`config.mk`:
```
export PLATFORM = sky130hd
export DESIGN_NAME = uart_tx
export DESIGN_NICKNAME = d
export VERILOG_FILES = /design/src/rtl/uart_tx.sv
export SDC_FILE = /design/constraint.sdc
export NUM_CORES = 1
export LEC_CHECK = 0
export CAP_MARGIN = 20
export CORE_MARGIN = 10
export CORE_UTILIZATION = 30
export DETAILED_ROUTE_END_ITERATION = 8
export RECOVER_POWER = 25
export SETUP_SLACK_MARGIN = 0.5
export SYNTH_ARGS = -nofsm -noshare
export SYNTH_HDL_FRONTEND = slang
export SYNTH_SLANG_ARGS = --single-unit
```
`constraint.sdc`:
```
create_clock -name clock_i -period 6.9 [get_ports clock_i]
set_input_delay 1.035 -clock clock_i [delete_from_list [all_inputs] [get_ports clock_i]]
set_output_delay 1.035 -clock clock_i [all_outputs]
set_load 0.005 [all_outputs]
```
`src/rtl/uart_tx.sv`:
```
// rtl/uart_tx.sv - 8-bit UART transmitter (8N1/8E1/8O1) with a one-entry holding buffer
//
// Ports:
//   clock_i          system clock, all state on the rising edge
//   reset_i          asynchronous active-low reset
//   send_i           send strobe; a 0->1 transition requests one load of data_i
//   data_i[7:0]      byte to transmit, sampled on the accepting edge
//   parity_bit_i     1 = append a parity bit after the data bits
//   parity_even_i    1 = even parity, 0 = odd parity
//   clock_divider_i  bit period in clock_i cycles (0 and 1 both mean 1)
//   serial_o         line output, idle high
//   ready_o          holding buffer empty; sends are accepted only while high
//   busy_o           a frame (start through stop bit) is on the line
module uart_tx (
  input  logic        clock_i,
  input  logic        reset_i,
  input  logic        send_i,
  input  logic [7:0]  data_i,
  input  logic        parity_bit_i,
  input  logic        parity_even_i,
  input  logic [15:0] clock_divider_i,
  output logic        serial_o,
  output logic        ready_o,
  output logic        busy_o
);

  localparam logic [2:0] S_IDLE   = 3'd0;
  localparam logic [2:0] S_START  = 3'd1;
  localparam logic [2:0] S_DATA   = 3'd2;
  localparam logic [2:0] S_PARITY = 3'd3;
  localparam logic [2:0] S_STOP   = 3'd4;

  logic [2:0]  state;
  logic        send_q;
  logic [7:0]  buf_data;
  logic        buf_full;
  logic [7:0]  shift;
  logic [2:0]  bit_cnt;
  logic [15:0] cnt;
  logic [15:0] div_q;
  logic        par_en_q;
  logic        par_val_q;

  logic        request;
  logic        accept;
  logic        bit_end;
  logic        transfer;
  logic [15:0] div_sel;

  assign request  = send_i & ~send_q;
  // ready_o is the pre-edge view, so a request on the same edge as a
  // transfer that empties the buffer is still dropped.
  assign accept   = request & ~buf_full;
  assign bit_end  = (cnt == 16'd0);
  assign transfer = buf_full & ((state == S_IDLE) | ((state == S_STOP) & bit_end));
  assign div_sel  = (clock_divider_i == 16'd0) ? 16'd1 : clock_divider_i;

  // send_q resets high so a strobe held through reset release is not a new edge.
  always_ff @(posedge clock_i or negedge reset_i) begin
    if (!reset_i) begin
      send_q   <= 1'b1;
      buf_data <= 8'd0;
      buf_full <= 1'b0;
    end else begin
      send_q <= send_i;
      if (accept) begin
        buf_data <= data_i;
        buf_full <= 1'b1;
      end else if (transfer) begin
        buf_full <= 1'b0;
      end
    end
  end

  always_ff @(posedge clock_i or negedge reset_i) begin
    if (!reset_i) begin
      state     <= S_IDLE;
      shift     <= 8'd0;
      bit_cnt   <= 3'd0;
      cnt       <= 16'd0;
      div_q     <= 16'd1;
      par_en_q  <= 1'b0;
      par_val_q <= 1'b0;
    end else if (transfer) begin
      // Frame configuration is frozen here for the whole frame.
      state     <= S_START;
      shift     <= buf_data;
      bit_cnt   <= 3'd0;
      cnt       <= div_sel - 16'd1;
      div_q     <= div_sel;
      par_en_q  <= parity_bit_i;
      par_val_q <= (^buf_data) ^ ~parity_even_i;
    end else begin
      case (state)
        S_START: begin
          if (bit_end) begin
            state <= S_DATA;
            cnt   <= div_q - 16'd1;
          end else begin
            cnt <= cnt - 16'd1;
          end
        end
        S_DATA: begin
          if (bit_end) begin
            cnt <= div_q - 16'd1;
            if (bit_cnt == 3'd7) begin
              state <= par_en_q ? S_PARITY : S_STOP;
            end else begin
              shift   <= shift >> 1;
              bit_cnt <= bit_cnt + 3'd1;
            end
          end else begin
            cnt <= cnt - 16'd1;
          end
        end
        S_PARITY: begin
          if (bit_end) begin
            state <= S_STOP;
            cnt   <= div_q - 16'd1;
          end else begin
            cnt <= cnt - 16'd1;
          end
        end
        S_STOP: begin
          // A buffered byte is handled by the transfer branch above.
          if (bit_end) begin
            state <= S_IDLE;
          end else begin
            cnt <= cnt - 16'd1;
          end
        end
        default: state <= S_IDLE;
      endcase
    end
  end

  always_comb begin
    serial_o = 1'b1;
    case (state)
      S_START:  serial_o = 1'b0;
      S_DATA:   serial_o = shift[0];
      S_PARITY: serial_o = par_val_q;
      default:  serial_o = 1'b1;
    endcase
  end

  assign busy_o  = (state != S_IDLE);
  assign ready_o = ~buf_full;

endmodule

```
**Word-level counts from Yosys, hierarchy flattened**

Cells that the tools add are included.

- Add/sub/neg operators: 4
- Equality and inequality tests: 12
- Muxes and demuxes: 24
- Bitwise logic cells: 9
- Reductions and logical operators: 13

Operators with widths:

| operator | count |
|---|---|
| $mux W16 | 4 |
| $sub A16 B1 Y16 const B | 3 |
| $mux W3 | 11 |
| $logic_not A16 Y1 | 2 |
| $mux W8 | 4 |
| $pmux W16 S2 | 1 |
| $ne A3 B3 Y1 const B | 6 |
| $pmux W3 S4 | 1 |
| $reduce_xor A8 Y1 | 1 |
| $eq A3 B2 Y1 const B | 2 |
| $eq A3 B3 Y1 const B | 2 |
| $reduce_bool A2 Y1 | 3 |
| $reduce_bool A3 Y1 | 2 |
| $reduce_and A5 Y1 | 1 |
| $and A1 B1 Y1 | 4 |
| $add A3 B1 Y3 const B | 1 |
| $eq A3 B1 Y1 const B | 1 |
| $logic_not A3 Y1 | 1 |
| $not A1 Y1 | 3 |
| $pmux W1 S3 | 1 |
| $reduce_and A3 Y1 | 1 |
| $reduce_or A3 Y1 | 1 |
| $mux W1 | 2 |
| $ne A2 B2 Y1 const B | 1 |
| other kinds (3) | 3 |

- Register bits after elaboration: 58
- Input port bits: 29
- Output and inout bits: 3
- Word-level logic and storage cells: 72

**Longest topological paths before layout**

- Depth after elaboration: 6
- Gate-level depth with buffers: 11
- Gate-level depth less buffers: 10

**Worst setup path after synthesis**

OpenSTA, ideal clock, no wires.

- Path kind: in2reg
- From: input clock_divider_i[5]
- To: register cnt[14]
- Setup time: 0.133 ns
- Arrival time: 3.045 ns
- Data required time: 6.767 ns
- Slack: 3.722 ns
- Stages on the path: 10
- Path buffers: 0
- Path through: or4_4 -> nor4_1 -> a21oi_1 -> ha_1 -> or3b_2 -> or4_1 -> nor3b_1 -> xor2_1 -> nand2_1 -> nand3_1

- Word-level cells in the longest chain between the ends: 4

RTL lines:

| item | RTL line | text |
|---|---|---|
| start: declaration | 21 | `input logic [15:0] clock_divider_i,` |
| $logic_not A16 Y1 | 56 | `assign div_sel = (clock_divider_i == 16'd0) ? 16'd1 : clock_divider_i;` |
| $mux W16 * | 56 |  |
| $sub A16 B1 Y16 * | 89 | `cnt <= div_sel - 16'd1;` |
| $mux W16 * | 84 | `end else if (transfer) begin` |
| end signal: assignment | 89 |  |
| end signal: assignment | 98 | `cnt <= div_q - 16'd1;` |
| end signal: assignment | 100 | `cnt <= cnt - 16'd1;` |
| end: declaration | 39 | `logic [15:0] cnt;` |

Every way passes the cells marked *; elsewhere a longest branch is shown, timed or not.
A chain may end at the register's enable or synchronous reset.

**Final worst setup path**

Ends and elaborated chain as after synthesis.

==> run_results.csv <==
group,metric,value,unit
worst_setup_path,cp_max_fo,5,
power,comb_power_share,0.206,
power,intPower,0.826,mW
final_layout,register_area,1450,um^2
synthesis,netlist-cell-type-count,58,
power,peakVddDrop,0.137,mV
detailed_routing,viasPerCell,5.25,
clocking,clk_pin_slew,0.05,ns
power,p_switching,0.358,mW
detailed_routing,drc_errors,0,
sta,period_share,0.549,
final_layout,multiInputGateArea,1970,um^2
sta,slew_violations,59,
floorplanning,io_pins,32,
clocking,htree_levels,3,
clocking,cts_tree,"built",
floorplanning,initial_core_util,0.308,
sta,finalHoldViolCount,0,
worst_hold_path,hp-start,"div_q[15]$_DFFE_PN0P_",
final_layout,layout_common_cells,"nand2_1, dfrtp_1, nor2_1",
place,place_hpwl,6480,um
sta,worst_clock_skew,0.00685,ns
run,max_cap_viol_count,1,
status,violations,"capacitance limit, slew limit",
detailed_routing,avgRoutedWirePerCell,15.5,um
final_layout,nets,471,
grt,grt_pass1_vias,2950,
detailed_routing,detail-route-antenna-nets,0,
sta,setup_viol,0,
place,io_buffers,31,
synthesis,synth_edf_count,0,
final_layout,finalNonFillerCells,585,
sta,period_minus_slack,3.79,ns
synthesis,avgSynthCellArea,8.69,um^2
sta,tightest_slew,3.21,ns
grt,overflow,0,
synthesis,netlist_instances,407,
final_layout,final_common_cell,"nand2_1",
worst_hold_path,hold_path_class,"reg2reg",
worst_setup_path,cp.arrival,4.00,ns
worst_setup_path,start_kind,"input pin",
grt,grt_usage,0.111,
final_layout,syn_to_final_growth,20.7,%
grt,grt_pass1_wl,14800,um
detailed_routing,vias,3072,
floorplanning,rows,39,
clocking,cts_sinks,58,
final_layout,final_util,0.372,
final_layout,num-fill-cells,1127,
synthesis,yosys_warnings,0,
clocking,ctsHoldBuffers,0,
grt,antenna_found_initial,0,
power,power_density,277,nW/um^2
worst_setup_path,r2r-start,"cnt[2]$_DFFE_PN0P_",
synthesis,ys_async_sr_fraction,1.00,
sta,rsz0062_at_grt,"no",
clocking,clk_path_buf_depth,2,
final_layout,n_antenna_cell,0,
status,status,"complete, but fails checks",
power,p_leak,1.70,nW
synthesis,netlist_area,3540,um^2
clocking,cts_root_buf,"clkbuf_16",
worst_setup_path,path_class,"in2reg",
power,power_frac_seq,0.407,
detailed_routing,drt-initial-drc-count,206,
synthesis,synth_nets,441,
detailed_routing,wl,9060,um
power,netSwitchingFraction,0.302,
worst_setup_path,cp-startpoint,"clock_divider_i[5]",
place,gp_congestion,0.885,
sta,relSlewSlack,-1.14,
clocking,post-cts-setup-buffers,0,
floorplanning,die_w,129,um
sta,fmax,264,MHz
power,clockPowerShare,0.386,
floorplanning,dieArea,16500,um^2
sta,setup_tns,0,ns
worst_setup_path,end_kind,"register",
clocking,insertion_delay,0.34,ns
clocking,post_cts_resized,0,
floorplanning,coreArea,11500,um^2
grt,grt_max_degree,59,
clocking,numCtsBuffers,9,
synthesis,synth_seq_cells,58,
final_layout,drive_gt1_frac,0.0928,
detailed_routing,drt_pre_antenna_iters,5,
synthesis,ys_seq_area_frac,0.411,
synthesis,synth_top_flop_cell,"dfrtp_1",
floorplanning,die_height,129,um
worst_setup_path,cp_data_required_time,7.11,ns
place,dp_cells,569,
-- critical path, stage by stage --
cell and delay, ns:
clkdlybuf4s50_1 0.52, or4_4 0.62, nor4_1 0.54, a21oi_1 0.20, ha_1 0.27, or3b_2 0.24
or4_1 0.18, nor3b_1 0.08, xor2_1 0.15, nand2_1 0.10, nand3_1 0.07
-- kinds of logic (layout without fill, tap and decap cells) --
logic type                 Yosys count  count (layout)  share of synthesized area
xor gates and xnor gates            36              36                     0.0892
muxes                               10              10                     0.0311
DFF                                 58              58                      0.411
AOI/OAI and AO/OA                   75              75                      0.141
and+or+nand+nor                    199             199                      0.277
adders and majority gates            5               5                     0.0177
buffers and inverters               24              59                     0.0322
-- synth_stat cells, types with 6 or more instances --
master / instances / area [um^2]
a31oi_1: 7 / 43.8
xor2_1: 17 / 149
dfrtp_1: 56 / 1400
nand3_1: 13 / 65.1
a211oi_1: 7 / 52.6
nand2b_1: 6 / 37.5
xnor2_1: 19 / 166
buf_2: 10 / 50.1
nor2_1: 38 / 143
o21ai_0: 10 / 50.1
mux2_2: 8 / 90.1
inv_1: 9 / 33.8
nand2_1: 85 / 319
nor3_1: 21 / 105
a21oi_1: 18 / 90.1
-- power groups by stage --
stage,clock network [mW],registers (mW),logic [mW]
5_1_grt,0.481,0.493,0.275
2_1_floorplan,0,0.467,0.187
3_3_place_gp,0,0.485,0.241
3_5_place_dp,0,0.487,0.245
6_report,0.457,0.482,0.244
4_1_cts,0.463,0.481,0.246
-- area by class of cell --
type,count,area share
Multi-Input combinational cell,325,0.462
Sequential cell,58,0.341
Timing Repair Buffer,34,0.0759
Clock buffer,10,0.0560
Tap cell,143,0.0419
Clock inverter,6,0.0155
Inverter,9,0.00792
-- registers in the layout, indices dropped and copies added (netlist names) --
signal,flops
par_en_q,1
cnt,16
buf_full,1
send_q,1
par_val_q,1
div_q,16
buf_data,8
shift,8
bit_cnt,3
state,3
-- worst paths after layout --
| check | slack, ns | cells past startpoint | end |
|---|---|---|---|
| worst max-delay path | 3.11 | 11 | cnt[14]$_DFFE_PN0P_ |
| worst min-delay path | 0.52 | 2 | div_q[15]$_DFFE_PN0P_ |
| worst max register to register | 3.96 | 6 | cnt[6]$_DFFE_PN0P_ |
| worst min register to register | 0.52 | 2 | div_q[15]$_DFFE_PN0P_ |
| max in group asynchronous | 3.22 | 2 | div_q[6]$_DFFE_PN0P_ |
| min in group asynchronous | 1.86 | 2 | buf_data[5]$_DFFE_PN0P_ |
-- layer usage --
layer  GRT usage  vias up  part of all wire
met5           0        -                 0
met4      0.0550        0             0.022
met3      0.0201       16             0.041
met2       0.171       81              0.46
met1       0.145     1477              0.48
li1            -     1498                 -
-- stage by stage --
step / total power [mW] / setup WS (ns) / hold slack (ns) / cell area, um^2
floorplan: 0.654 / 3.72 / 0.462 / 3540
global placement: 0.726 / 2.94 / 0.484 / 3970
detailed placement: 0.732 / 2.80 / 0.497 / 3970
CTS: 1.19 / 3.13 / 0.521 / 4270
global route: 1.25 / 2.58 / 0.543 / 4270
finish: 1.18 / 3.11 / 0.516 / 4270
Power figures use the tool's default switching activity.
